<file path="config.mk">
export PLATFORM = sky130hd
export DESIGN_NAME = controle_posse_flat
export DESIGN_NICKNAME = d
export VERILOG_FILES = /design/src/rtl/controle_posse_if.sv /design/src/rtl/controle_posse.sv /design/src/flat_wrapper.sv
export SDC_FILE = /design/constraint.sdc
export NUM_CORES = 1
export LEC_CHECK = 0
export ABC_AREA = 0
export CELL_PAD_IN_SITES_DETAIL_PLACEMENT = 0
export CELL_PAD_IN_SITES_GLOBAL_PLACEMENT = 1
export CORE_AREA = 2 2 123 125
export CTS_BUF_LIST = sky130_fd_sc_hd__clkbuf_16
export DETAILED_ROUTE_END_ITERATION = 7
export DIE_AREA = 0 0 125 127
export PLACE_DENSITY = 0.72
export SETUP_SLACK_MARGIN = 0.2
export SLEW_MARGIN = 20
export SYNTH_ARGS = -nofsm -noshare
export SYNTH_HDL_FRONTEND = slang
export SYNTH_SLANG_ARGS = --single-unit
</file>
<file path="constraint.sdc">
create_clock -name clock_in -period 5.1 [get_ports clock_in]
set_clock_uncertainty 0.1 [all_clocks]
set_input_delay 1.275 -clock clock_in [delete_from_list [all_inputs] [get_ports clock_in]]
set_output_delay 1.275 -clock clock_in [all_outputs]
set_load 0.02 [all_outputs]
</file>
<file path="src/rtl/controle_posse_if.sv">
// Operator/shot-clock signal bundle for controle_posse.
//   btn_posse, btn_falta, btn_rebote, btn_run : active-low buttons (async)
//   contagem_in, buzzer_in                    : shot-clock readback (slow domain)
//   cmd_24, cmd_14, run_out                   : commands to the shot-clock counter
//   posse, violacao, estado                   : status for display/debug
// slave modport is the controller side; master is the driver side.
interface controle_posse_if;
   logic       btn_posse;
   logic       btn_falta;
   logic       btn_rebote;
   logic       btn_run;
   logic [4:0] contagem_in;
   logic       buzzer_in;
   logic       cmd_24;
   logic       cmd_14;
   logic       run_out;
   logic       posse;
   logic       violacao;
   logic [1:0] estado;

   modport slave (
      input  btn_posse, btn_falta, btn_rebote, btn_run, contagem_in, buzzer_in,
      output cmd_24, cmd_14, run_out, posse, violacao, estado
   );

   modport master (
      output btn_posse, btn_falta, btn_rebote, btn_run, contagem_in, buzzer_in,
      input  cmd_24, cmd_14, run_out, posse, violacao, estado
   );
endinterface

</file>
<file path="src/rtl/controle_posse.sv">
// Possession and shot-clock command controller.
// Turns debounced operator buttons and the shot-clock buzzer into reload
// (24/14), run and stop commands, tracks possession and latches violations.
// Ports:
//   clock_in : system clock, rising edge
//   reset_n  : asynchronous active-low reset
//   bus      : controle_posse_if.slave (buttons, readback, commands, status)
// Parameters: DEBOUNCE (stable cycles per button), HOLD (reload pulse cycles).
// Build option: CONTROLE_REBOTE14_EN selects the 14 s offensive-rebound rule;
// without it a rebound always reloads 24.
//
// state    | meaning
// PARADO   | shot clock stopped
// CORRENDO | shot clock running
// RECARGA  | reload command held for HOLD cycles, events ignored
// VIOLACAO | buzzer expired while running; waits for possession change
module controle_posse #(
   parameter int DEBOUNCE = 50000,
   parameter int HOLD     = 50000000
) (
   input  logic            clock_in,
   input  logic            reset_n,
   controle_posse_if.slave bus
);
   localparam int DB_W   = $clog2(DEBOUNCE + 1);
   localparam int HOLD_W = $clog2(HOLD + 1);

   typedef enum logic [1:0] {
      PARADO   = 2'd0,
      CORRENDO = 2'd1,
      RECARGA  = 2'd2,
      VIOLACAO = 2'd3
   } state_t;

   // bit order: 0 posse, 1 falta, 2 rebote, 3 run (also the priority order)
   logic [3:0]      btn_raw;
   logic [3:0]      btn_s1_q, btn_s2_q;
   logic [3:0]      deb_q, deb_d, deb_dly_q;
   logic [DB_W-1:0] db_cnt_q [4];
   logic [DB_W-1:0] db_cnt_d [4];
   logic [3:0]      press;
   logic            buz_s1_q, buz_s2_q, buz_s3_q, buz_ev;
   logic [4:0]      cont_s1_q, cont_s2_q;
   logic            cont_lt14;

   state_t          state_q, state_d, ret_q, ret_d;
   logic            sel14_q, sel14_d;
   logic            posse_q, posse_d;
   logic [HOLD_W-1:0] hold_cnt_q, hold_cnt_d;
   logic            reload24, reload14;

   assign btn_raw = {bus.btn_run, bus.btn_rebote, bus.btn_falta, bus.btn_posse};

   // Counter only advances while the synchronized level disagrees with the
   // debounced level; any return to agreement clears it.
   always_comb begin
      deb_d = deb_q;
      for (int i = 0; i < 4; i++) begin
         db_cnt_d[i] = '0;
         if (btn_s2_q[i] != deb_q[i]) begin
            if (db_cnt_q[i] == DB_W'(DEBOUNCE - 1)) deb_d[i] = btn_s2_q[i];
            else db_cnt_d[i] = db_cnt_q[i] + DB_W'(1);
         end
      end
   end

   assign press     = deb_dly_q & ~deb_q;
   assign buz_ev    = buz_s2_q & ~buz_s3_q;
   assign cont_lt14 = cont_s2_q < 5'd14;

   always_comb begin
      state_d    = state_q;
      ret_d      = ret_q;
      sel14_d    = sel14_q;
      posse_d    = posse_q;
      hold_cnt_d = '0;
      reload24   = 1'b0;
      reload14   = 1'b0;
      case (state_q)
         PARADO, CORRENDO: begin
            if (press[0]) begin
               posse_d  = ~posse_q;
               reload24 = 1'b1;
            end else if (press[1]) begin
               reload14 = cont_lt14;
            end else if (press[2]) begin
`ifdef CONTROLE_REBOTE14_EN
               reload14 = cont_lt14;
`else
               reload24 = 1'b1;
`endif
            end else if (press[3]) begin
               state_d = (state_q == PARADO) ? CORRENDO : PARADO;
            end else if (buz_ev && state_q == CORRENDO) begin
               state_d = VIOLACAO;
            end
            if (reload24 || reload14) begin
               ret_d   = state_q;
               sel14_d = reload14;
               state_d = RECARGA;
            end
         end
         RECARGA: begin
            if (hold_cnt_q == HOLD_W'(HOLD - 1)) state_d = ret_q;
            else hold_cnt_d = hold_cnt_q + HOLD_W'(1);
         end
         VIOLACAO: begin
            if (press[0]) begin
               posse_d = ~posse_q;
               ret_d   = PARADO;
               sel14_d = 1'b0;
               state_d = RECARGA;
            end
         end
         default: state_d = PARADO;
      endcase
   end

   always_ff @(posedge clock_in or negedge reset_n) begin
      if (!reset_n) begin
         btn_s1_q   <= '1;
         btn_s2_q   <= '1;
         deb_q      <= '1;
         deb_dly_q  <= '1;
         db_cnt_q   <= '{default: '0};
         buz_s1_q   <= 1'b0;
         buz_s2_q   <= 1'b0;
         buz_s3_q   <= 1'b0;
         cont_s1_q  <= '0;
         cont_s2_q  <= '0;
         state_q    <= PARADO;
         ret_q      <= PARADO;
         sel14_q    <= 1'b0;
         posse_q    <= 1'b0;
         hold_cnt_q <= '0;
      end else begin
         btn_s1_q   <= btn_raw;
         btn_s2_q   <= btn_s1_q;
         deb_q      <= deb_d;
         deb_dly_q  <= deb_q;
         db_cnt_q   <= db_cnt_d;
         buz_s1_q   <= bus.buzzer_in;
         buz_s2_q   <= buz_s1_q;
         buz_s3_q   <= buz_s2_q;
         cont_s1_q  <= bus.contagem_in;
         cont_s2_q  <= cont_s1_q;
         state_q    <= state_d;
         ret_q      <= ret_d;
         sel14_q    <= sel14_d;
         posse_q    <= posse_d;
         hold_cnt_q <= hold_cnt_d;
      end
   end

   // Commands are decoded from the state so a reset drops them immediately.
   // run_out in RECARGA follows the return state, i.e. its value on entry.
   assign bus.cmd_24   = (state_q == RECARGA) && !sel14_q;
   assign bus.cmd_14   = (state_q == RECARGA) &&  sel14_q;
   assign bus.run_out  = (state_q == CORRENDO) || (state_q == RECARGA && ret_q == CORRENDO);
   assign bus.violacao = (state_q == VIOLACAO);
   assign bus.posse    = posse_q;
   assign bus.estado   = state_q;
endmodule

</file>
<file path="src/flat_wrapper.sv">
// flat-port wrapper written by rule: the top's interface ports become plain ports
module controle_posse_flat 
#(
   parameter int DEBOUNCE = 50000,
   parameter int HOLD     = 50000000
)
  (clock_in, reset_n, bus_btn_posse, bus_btn_falta, bus_btn_rebote, bus_btn_run, bus_contagem_in, bus_buzzer_in, bus_cmd_24, bus_cmd_14, bus_run_out, bus_posse, bus_violacao, bus_estado);
  controle_posse_if bus_i ();
  input  logic clock_in;
  input  logic reset_n;
  input wire logic [$bits(bus_i.btn_posse)-1:0] bus_btn_posse;
  input wire logic [$bits(bus_i.btn_falta)-1:0] bus_btn_falta;
  input wire logic [$bits(bus_i.btn_rebote)-1:0] bus_btn_rebote;
  input wire logic [$bits(bus_i.btn_run)-1:0] bus_btn_run;
  input wire logic [$bits(bus_i.contagem_in)-1:0] bus_contagem_in;
  input wire logic [$bits(bus_i.buzzer_in)-1:0] bus_buzzer_in;
  output wire logic [$bits(bus_i.cmd_24)-1:0] bus_cmd_24;
  output wire logic [$bits(bus_i.cmd_14)-1:0] bus_cmd_14;
  output wire logic [$bits(bus_i.run_out)-1:0] bus_run_out;
  output wire logic [$bits(bus_i.posse)-1:0] bus_posse;
  output wire logic [$bits(bus_i.violacao)-1:0] bus_violacao;
  output wire logic [$bits(bus_i.estado)-1:0] bus_estado;
  assign bus_i.btn_posse = bus_btn_posse;
  assign bus_i.btn_falta = bus_btn_falta;
  assign bus_i.btn_rebote = bus_btn_rebote;
  assign bus_i.btn_run = bus_btn_run;
  assign bus_i.contagem_in = bus_contagem_in;
  assign bus_i.buzzer_in = bus_buzzer_in;
  assign bus_cmd_24 = bus_i.cmd_24;
  assign bus_cmd_14 = bus_i.cmd_14;
  assign bus_run_out = bus_i.run_out;
  assign bus_posse = bus_i.posse;
  assign bus_violacao = bus_i.violacao;
  assign bus_estado = bus_i.estado;
  controle_posse #(.DEBOUNCE(DEBOUNCE), .HOLD(HOLD)) u_core (.clock_in(clock_in), .reset_n(reset_n), .bus(bus_i));
endmodule
</file>
==> impl_results.md, run 1 <==
* Crit-path cells: nand2b_1, o31ai_1, clkdlybuf4s50_1
* Core area at 0.01442 mm^2
* R2r startpoint: u_core.hold_cnt_q[16]
* Setup TNS at 0 ns
* Reg2reg end: u_core.hold_cnt_q[5]
* Synth area leader: dfrtp_1
* IO Pins at 19
* Final wirelength at 10890 um
* 1st-iter DRT viols at 251
* Top delay family on crit path: buffers and inverters
* Synth Cell Area at 0.005673 mm^2
* Unrepaired setup endpoints after global routing: no
* CP Buf/Inv Count at 1
* Fin. Hold Viols at 0
* Ant. Diodes at 0
* Synth warnings at 0
* Clk Latency, worst-skew pair at 0.41 ns
* Syn_nets at 562
* WP data arrival at 2.10 ns
* Min cycle time layout at 3.472 ns
* FF-to-FF path depth at 4
* Max Buffers Root-to-Sink at 2
* Via density at 5.388
* Initial antenna violation count at 0
* Total grt overflow at 0
* Stages on the worst setup path at 3
* Area post-placement at 0.006032 mm^2
* DRC at 0
* Via count at 4127
* Ranking of synthesized cells by area: dfrtp_1, dfstp_2, xor2_1
* I/O Buffers at 17
* H-tree lvl count at 4
* Starting density of the core at 39.33%
* Crit end category: output port
* Crit path max fanout at 11
* Final ANT Viol Nets at 0
* Worst EP required at 3.72 ns
* # clock sinks at 123
* Worst-path clk slew at 0.05 ns
* Fin area at 0.006574 mm^2
* Status: completed
* GRT Util Overall at 15.00%
* Post-CTS Hold Buffers at 0
* Slew Viols, Final at 0
* Final nets at 586
* Clock root cell: clkbuf_16
* Area grow syn2layout at 15.88%
* Largest net degree at the start of global routing at 67
* LEAKAGE at 2.637 nW
* Cell area power density at 327.7 mW/mm^2
* Avg Synthesized Cell Area at 10.41 um^2
* Synthesis-stage register bit count at 123
* Share of the synthesized area in the top cell type at 47.20%
* Hold/Removal Path Class: reg2reg
* Synth async-reset ratio at 100.0%
* R2R Setup Slk at 2.84 ns
* Die Y at 127 um
* TritonCTS Buffers at 17
* Max Freq at 0.2880 GHz
* Crit-path max cell delay at 0.64 ns
* Die X at 125 um
* Cells after Synth at 545
* TritonCTS clock tree: yes
* Sequential share of the synthesized area at 54.61%
* Critical-path top delay cell: clkdlybuf4s50_1
* Post-synth EDFFs at 0
* Final setup fails at 0
* Netlist cell types at 45
* Synth Flop Type: dfrtp_1
* Post-CTS setup repair buffer count at 0
* # rows at 44
* Fraction of layout cells with a size suffix above 1 at 9.966%
* Worst slew margin at 43.50%
* Die area at 0.01588 mm^2
* Hpwl dp at 7266 um
* Max IR drop VDD at 0.1983 mV
* Drt first pass iters at 6
* Max Cap Viol at 0
* CTS-repair resized insts at 0
* Critical Path Source Type: flop
* CP Launch Point: u_core.bus.estado[0]
* GP Congestion at 0.7947
* Crit path to: bus_run_out
* Drt wl/cell at 14.22 um
* Fill count at 1372
* Worst Tran Pin Value at 0.8475 ns
* Global-route wire length before repair at 19420 um
* Vias in the first global route at 4133
* Final period util at 68.08%
* Crit Path Class: reg2out
[cell families after synthesis]
| kind of cell | Yosys count | synth area share (%) |
|---|---|---|
| adder cells (fa/ha/maj) | 5 | 1.103 |
| AND/OR/NAND/NOR | 260 | 24.97 |
| flip-flops | 123 | 54.61 |
| XOR/XNOR | 58 | 8.955 |
| buffers and inverters | 24 | 1.676 |
| AO/OA/AOI/OAI | 70 | 7.698 |
| multiplexers | 5 | 0.9924 |
[report_power, final]
group	switching, mW	leakage, nW	internal, mW	total (mW)
Combinational	0.0339	0.728	0.0168	0.0507
Clock	0.399	0.283	0.699	1.10
Sequential	0.00985	1.63	0.996	1.01
[final cells by class]
class | instances | area, um^2 | area share [%]
Timing Repair Buffer | 20 | 190.2 | 2.893
Multi-Input combinational cell | 398 | 2480 | 37.72
Sequential cell | 123 | 3098 | 47.13
Inverter | 9 | 33.78 | 0.5139
Clock buffer | 17 | 425.4 | 6.471
Tap cell | 184 | 230.2 | 3.502
Clock inverter | 15 | 116.4 | 1.770
[stage by stage]
step / utilization [%] / setup WS [ns] / power, mW / hold slack [ns] / cells
final: 45.58 / 1.628 / 2.154 / 0.2498 / 766
after global placement: 41.82 / 2.038 / 1.072 / 0.2384 / 734
after global routing: 45.58 / 1.485 / 2.244 / 0.2556 / 766
after detailed placement: 41.82 / 2.033 / 1.075 / 0.2491 / 734
after CTS: 45.58 / 1.594 / 2.189 / 0.2495 / 766
after floorplan: - / 2.195 / 1.038 / 0.2312 / 545
[state kept, by name, summed over array words and instances, names as in the netlist]
name	cells
u_core.db_cnt_q	64
u_core.hold_cnt_q	26
u_core.btn_s1_q	4
u_core.btn_s2_q	4
u_core.cont_s1_q	4
u_core.cont_s2_q	4
u_core.deb_dly_q	4
u_core.deb_q	4
u_core.bus.estado	2
u_core.ret_q	2
u_core.bus.posse	1
u_core.buz_s1_q	1
u_core.buz_s2_q	1
u_core.buz_s3_q	1
u_core.sel14_q	1
[worst min path at each step]
stage / startpoint / end / depth (start not counted)
after global routing: u_core.btn_s1_q[0] / u_core.btn_s2_q[0] / 0
after CTS: u_core.btn_s1_q[0] / u_core.btn_s2_q[0] / 0
after floorplan: u_core.buz_s1_q / u_core.buz_s2_q / 0
after global placement: u_core.cont_s1_q[2] / u_core.cont_s2_q[2] / 0
after detailed placement: u_core.btn_s1_q[0] / u_core.btn_s2_q[0] / 0
final: u_core.cont_s1_q[3] / u_core.cont_s2_q[3] / 0
[synthesized netlist by cell type, types with 2 or more instances]
master / instances
a211oi_1: 2
a21oi_1: 27
a31oi_1: 2
and2_1: 7
and3_1: 11
and4_1: 11
buf_2: 4
clkbuf_1: 11
dfrtp_1: 107
dfstp_2: 16
ha_1: 5
inv_1: 9
mux2_2: 5
nand2_1: 35
nand2b_1: 5
nand3_1: 30
nand4_1: 22
nand4b_1: 3
nor2_1: 69
nor2b_1: 5
nor3_1: 9
nor4_1: 10
nor4b_1: 3
nor4bb_1: 6
o21ai_0: 18
o31ai_1: 9
o41ai_1: 2
or3_1: 17
or4_1: 12
or4b_2: 2
xnor2_1: 28
xor2_1: 30
[placed cells by master, fill, tap and decap left out, types with 4 or more instances in the layout]
cell type / netlist / routed
clkbuf_16: 0 / 17
o21ai_0: 18 / 18
nand2b_1: 5 / 5
clkdlybuf4s50_1: 0 / 16
nor2_1: 69 / 69
dfrtp_1: 107 / 107
or4_1: 12 / 12
o31ai_1: 9 / 9
buf_4: 0 / 4
clkinv_1: 0 / 4
a21oi_1: 27 / 27
or3_1: 17 / 17
clkinv_2: 0 / 6
and3_1: 11 / 11
nand2_1: 35 / 35
inv_1: 9 / 12
nor4bb_1: 6 / 6
dfstp_2: 16 / 16
and2_1: 7 / 7
nor2b_1: 5 / 5
nor4_1: 10 / 10
nor3_1: 9 / 9
xor2_1: 30 / 30
nand3_1: 30 / 30
ha_1: 5 / 5
xnor2_1: 28 / 28
nand4_1: 22 / 22
and4_1: 11 / 11
mux2_2: 5 / 5
[layer usage]
layer	vias up	GRT usage [%]	routed length, um
met2	50	23.66	5113
met1	2047	19.67	5324
met5	-	0	0
met4	0	6.732	161
met3	14	3.811	294
li1	2016	-	-
Power figures use the tool's default switching activity.
==> run 2, diff against run 1 <==
==> constraint.sdc (replaced) <==
create_clock -name clock_in -period 3.4 [get_ports clock_in]
set_clock_uncertainty 0.1 [all_clocks]
set_input_delay 0.85 -clock clock_in [delete_from_list [all_inputs] [get_ports clock_in]]
set_output_delay 0.85 -clock clock_in [all_outputs]
set_load 0.02 [all_outputs]
==> impl_results.md, run 2 (synthesis gave the netlist of run 1 again) <==
* Status: completed
* Final ANT Viol Nets at 0 (unchanged)
* Max Freq at 0.3292 GHz
* I/O Buffers at 17 (unchanged)
* Worst-path clk slew at 0.05 ns (about the same)
* 1st-iter DRT viols at 242 (-3.6%)
* Cell area power density at 505.6 mW/mm^2 (+54%)
* Clk Latency, worst-skew pair at 0.42 ns (about the same)
* Worst Tran Pin Value at 0.6604 ns (-0.1871 ns)
* FF-to-FF path depth at 4 (unchanged)
* Stages on the worst setup path at 3 (unchanged)
* Crit-path max cell delay at 0.64 ns (about the same)
* TritonCTS Buffers at 17 (unchanged)
* Final wirelength at 10900 um (about the same)
* Crit path max fanout at 11 (unchanged)
* Starting density of the core at 39.33% (unchanged)
* Final hold slack at 0.2504 ns (+0.0006690 ns)
* Via count at 4066 (-1.5%)
* Global-route wire length before repair at 19120 um (-1.5%)
* # clock sinks at 123 (unchanged)
* Top Registers: u_core.db_cnt_q: 64 flops, u_core.hold_cnt_q: 26 flops
* Critical-path top delay cell: clkdlybuf4s50_1
* Drt first pass iters at 4 (-2)
* Post-CTS setup repair buffer count at 0 (unchanged)
* Largest net degree at the start of global routing at 49 (-27%)
* WP data arrival at 2.09 ns (about the same)
* Die X at 125 um (unchanged)
* TritonCTS clock tree: yes
* Vias in the first global route at 4023 (-2.7%)
* Setup TNS at 0 ns (unchanged)
* Fin. Hold Viols at 0 (unchanged)
* Fin cells at 767 (+0.13%)
* Min cycle time layout at 3.038 ns
* Crit Path Class: reg2out
* CP Launch Point: u_core.bus.estado[0]
* Crit-path cells: nand2b_2, o31ai_1, clkdlybuf4s50_1
* LEAKAGE at 2.642 nW (+0.17%)
* Ant. Diodes at 0 (unchanged)
* Most frequent cells in the layout: dfrtp_1, nor2_1, nand2_1
* Hold/Removal Path Class: reg2reg
* Reg2reg end: u_core.hold_cnt_q[10]
* Crit end category: output port
* Worst EP required at 2.45 ns (-1.27 ns)
* Final period util at 89.34%
* Initial antenna violation count at 0 (unchanged)
* DRC at 0 (unchanged)
* Setup WS pre-CTS at 0.7555 ns (-1.277 ns)
* GRT Util Overall at 14.91% (-0.093 points)
* Top delay family on crit path: buffers and inverters
* Unrepaired setup endpoints after global routing: no
* Placed Cells at 735 (+0.14%)
* Hpwl dp at 7366 um (+1.4%)
* Fin area at 0.006636 mm^2 (+0.95%)
* Final worst slack at 0.3625 ns (-1.266 ns)
* Finished Core Util at 46.01% (+0.43 points)
* # rows at 44 (unchanged)
* Number of flip-flops in the largest register at 64 (unchanged)
* Post-CTS Hold Buffers at 0 (unchanged)
* Critical Path Source Type: flop
* Max Cap Viol at 0 (unchanged)
* Max Buffers Root-to-Sink at 2 (unchanged)
* H-tree lvl count at 4 (unchanged)
* Final nets at 587 (+0.17%)
* Core area at 0.01442 mm^2 (unchanged)
* Via density at 5.301 (-1.6%)
* Max IR drop VDD at 0.4503 mV (+130%)
* Area grow syn2layout at 16.98%
* R2r startpoint: u_core.hold_cnt_q[16]
* CP Buf/Inv Count at 1 (unchanged)
* R2R Setup Slk at 1.16 ns (-1.68 ns)
* Area post-placement at 0.006052 mm^2 (+0.33%)
* Final setup fails at 0 (unchanged)
* Worst slew margin at 55.49% (+12 points)
* GP Congestion at 0.7930 (-0.21%)
* Fraction of layout cells with a size suffix above 1 at 10.81% (+0.84 points)
* Drt wl/cell at 14.21 um (about the same)
* Crit path to: bus_run_out
* IO Pins at 19 (unchanged)
* Most flops, register: u_core.db_cnt_q
* Total grt overflow at 0 (unchanged)
* Total power at 3.356 mW (+56%)
* Die area at 0.01588 mm^2 (unchanged)
* Die Y at 127 um (unchanged)
* Most common cell after layout, fill and taps aside: dfrtp_1
* Clock root cell: clkbuf_16
* Slew Viols, Final at 0 (unchanged)
* CTS-repair resized insts at 0 (unchanged)
==> run 2: changes by cell type in the layout (fill, tap and decap cells not counted), sizes merged <==
| cell | before | now |
|---|---|---|
| clkinv | 10 | 9 |
| buf | 4 | 5 |
| clkinvlp | 0 | 3 |
| inv | 12 | 9 |
| bufinv | 2 | 3 |
==> run 2: worst min-delay path by stage <==
stage	start	cells after the start	slack, ns	endpoint
floorplan	u_core.buz_s1_q	0	0.23	u_core.buz_s2_q
global placement	u_core.cont_s1_q[2]	0	0.24	u_core.cont_s2_q[2]
detailed placement	u_core.cont_s1_q[1]	0	0.24	u_core.cont_s2_q[1]
CTS	u_core.cont_s1_q[3]	0	0.25	u_core.cont_s2_q[3]
global route	u_core.cont_s1_q[3]	0	0.26	u_core.cont_s2_q[3]
finish	u_core.cont_s1_q[3]	0	0.25	u_core.cont_s2_q[3]
==> run 2: layer usage <==
| layer | up-vias | track usage [%] | routed length, um |
|---|---|---|---|
| li1 | 2018 | - | - |
| met1 | 1992 | 19.90 | 5425 |
| met2 | 43 | 22.51 | 4946 |
| met3 | 13 | 4.188 | 367 |
| met4 | 0 | 7.255 | 162 |
| met5 | - | 0 | 0 |
==> run 2: area by class of cell <==
class	count	area [um^2]
Fill cell	1365	7787
Sequential cell	123	3098
Multi-Input combinational cell	398	2482
Clock buffer	17	425.4
Tap cell	184	230.2
Timing Repair Buffer	21	210.2
Clock inverter	15	156.4
Inverter	9	33.78
==> run 2: worst register-to-register path: stages, from the launching register on <==
cell and delay [ns]:
dfrtp_1 0.42, or4_1 0.53, nor4_1 0.38, a31o_2 0.57, nor2_1 0.12
==> run 2: power breakdown <==
group | internal [mW] | switching [mW] | total (mW)
Combinational | 0.0280 | 0.0518 | 0.0798
Sequential | 1.49 | 0.0144 | 1.51
Clock | 1.13 | 0.636 | 1.77
==> run 3, diff against run 2 <==
==> constraint.sdc (replaced) <==
create_clock -name clock_in -period 3 [get_ports clock_in]
set_clock_uncertainty 0.1 [all_clocks]
set_input_delay 0.75 -clock clock_in [delete_from_list [all_inputs] [get_ports clock_in]]
set_output_delay 0.75 -clock clock_in [all_outputs]
set_load 0.02 [all_outputs]
==> impl_results.md, run 3 (synthesis gave the netlist of run 1 again) <==
* Status: completed
* Largest net degree at the start of global routing at 45 (-8.2%)
* Crit path max fanout at 10 (-1)
* Max Buffers Root-to-Sink at 2 (unchanged)
* Fin cells at 769 (+0.26%)
* # rows at 44 (unchanged)
* Drt first pass iters at 4 (unchanged)
* Cell area power density at 544.4 mW/mm^2 (+7.7%)
* Fill count at 1348 (-1.2%)
* Met1 Resource Use GR at 19.88% (-0.027 points)
* Setup TNS at 0 ns (unchanged)
* Number of flip-flops in the largest register at 64 (unchanged)
* Max IR drop VDD at 0.4417 mV (-1.9%)
* Critical Path Source Type: flop
* Worst-path clk slew at 0.05 ns (about the same)
* Min cycle time layout at 2.514 ns
* DRC at 0 (unchanged)
* Worst slew margin at 54.72% (-0.77 points)
* Crit Path Class: reg2out
* Core area at 0.01442 mm^2 (unchanged)
* Fraction of layout cells with a size suffix above 1 at 10.60% (-0.21 points)
* GRT busiest layer: met2
* Most frequent cells in the layout: dfrtp_1, nor2_1, nand2_1
* Routing usage on met3 at 4.313% (+0.13 points)
* Die area at 0.01588 mm^2 (unchanged)
* Area grow syn2layout at 16.12%
* Hold/Removal Path Class: reg2reg
* Global-route wire length before repair at 19170 um (+0.26%)
* Via density at 5.420 (+2.2%)
* Worst EP required at 2.15 ns (-0.30 ns)
* LEAKAGE at 2.669 nW (+1.0%)
* Final nets at 589 (+0.34%)
* Fin. Hold Viols at 0 (unchanged)
* Final period util at 83.80%
* Drt wl/cell at 14.20 um (-0.12%)
* Top Registers: u_core.db_cnt_q: 64 flops, u_core.hold_cnt_q: 26 flops
* Grt met2 use at 22.47% (-0.032 points)
* I/O Buffers at 17 (unchanged)
* Final setup fails at 0 (unchanged)
* TritonCTS Buffers at 17 (unchanged)
* H-tree lvl count at 4 (unchanged)
* Worst Tran Pin Value at 0.6718 ns (+0.01140 ns)
* Clock root cell: clkbuf_16
* TritonCTS clock tree: yes
* # clock sinks at 123 (unchanged)
* IO Pins at 19 (unchanged)
* Final wirelength at 10920 um (+0.14%)
* Ant. Diodes at 0 (unchanged)
* Placed Cells at 737 (+0.27%)
* FF-to-FF path depth at 4 (unchanged)
* Die X at 125 um (unchanged)
* Most common cell after layout, fill and taps aside: dfrtp_1
* GP Congestion at 0.8027 (+1.2%)
* Unrepaired setup endpoints after global routing: no
* Final hold slack at 0.2449 ns (-0.005501 ns)
* Max Cap Viol at 0 (unchanged)
* 1st-iter DRT viols at 254 (+5.0%)
* Clk Latency, worst-skew pair at 0.41 ns (about the same)
* GRT Util Overall at 14.73% (-0.18 points)
* Max Freq at 0.3978 GHz
* Total grt overflow at 0 (unchanged)
* WP data arrival at 1.66 ns (-0.43 ns)
* Slew Viols, Final at 0 (unchanged)
* Hpwl dp at 7385 um (+0.26%)
* Starting density of the core at 39.33% (unchanged)
* Post-CTS setup repair buffer count at 0 (unchanged)
* Die Y at 127 um (unchanged)
* Vias in the first global route at 4159 (+3.4%)
* Hold path depth at 0 (unchanged)
* Final ANT Viol Nets at 0 (unchanged)
* Most flops, register: u_core.db_cnt_q
* Crit end category: output port
* Via count at 4168 (+2.5%)
* Initial antenna violation count at 0 (unchanged)
-- run 3: changes by cell type in the layout (fill, tap and decap cells not counted), sizes merged --
cell           before  now
bufinv              3    1
clkinv              9   10
clkinvlp            3    1
dlymetal6s2s        0    1
inv                 9   12
buf                 5    7
clkdlybuf4s50      16   13
dlygate4sd2         0    2
-- run 3: report_power, final --
group	internal (mW)	switching [mW]
logic	0.0323	0.0596
clock network	1.10	0.683
registers	1.69	0.0162
-- run 3: path summary, 6_finish.rpt --
check	startpoint	end	slack, ns
max	u_core.bus.estado[1]	bus_violacao	0.49
min	u_core.cont_s1_q[2]	u_core.cont_s2_q[2]	0.24
max reg2reg	u_core.hold_cnt_q[16]	u_core.hold_cnt_q[12]	0.79
min reg2reg	u_core.cont_s1_q[2]	u_core.cont_s2_q[2]	0.24
max in group asynchronous	reset_n	u_core.btn_s2_q[0]	1.79
min in group asynchronous	reset_n	u_core.db_cnt_q[59]	0.25
-- run 3: worst max-delay path: stages (launching register included) --
cell,delay (ns)
dfrtp_1,0.49
and2_1,0.18
clkdlybuf4s50_1,0.59
-- run 3: cell type report --
cell class | count | area [um^2] | area share [%]
Sequential cell | 123 | 3099 | 47.05
Multi-Input combinational cell | 398 | 2480 | 37.64
Clock buffer | 17 | 425.4 | 6.458
Tap cell | 184 | 230.2 | 3.495
Timing Repair Buffer | 23 | 225.2 | 3.419
Clock inverter | 15 | 93.84 | 1.425
Inverter | 9 | 33.78 | 0.5128
-- run 3: what timing repair did --
item / in CTS / in global routing
resized for setup: 3 / 1
hold buffers: 0 / 0
endpoints found under the setup margin: 3 / 1
-- run 3: layer usage --
layer | share of wire (%) | wire length [um] | vias to the layer above
met1 | 49 | 5382 | 2065
met5 | 0 | 0 | -
met3 | 3.3 | 358 | 12
met2 | 46 | 5027 | 61
li1 | - | - | 2030
met4 | 1.4 | 148 | 0
-- run 3: per-stage QoR --
stage / area [um^2] / power, mW / util, % / setup WS (ns)
after floorplan: 5673 / 1.765 / - / 0.6201
after global placement: 6067 / 1.827 / 42.06 / 0.6167
after detailed placement: 6067 / 1.832 / 42.06 / 0.5612
after CTS: 6585 / 3.643 / 45.65 / 0.2098
after global routing: 6588 / 3.732 / 45.67 / 0.3682
final: 6588 / 3.586 / 45.67 / 0.4859
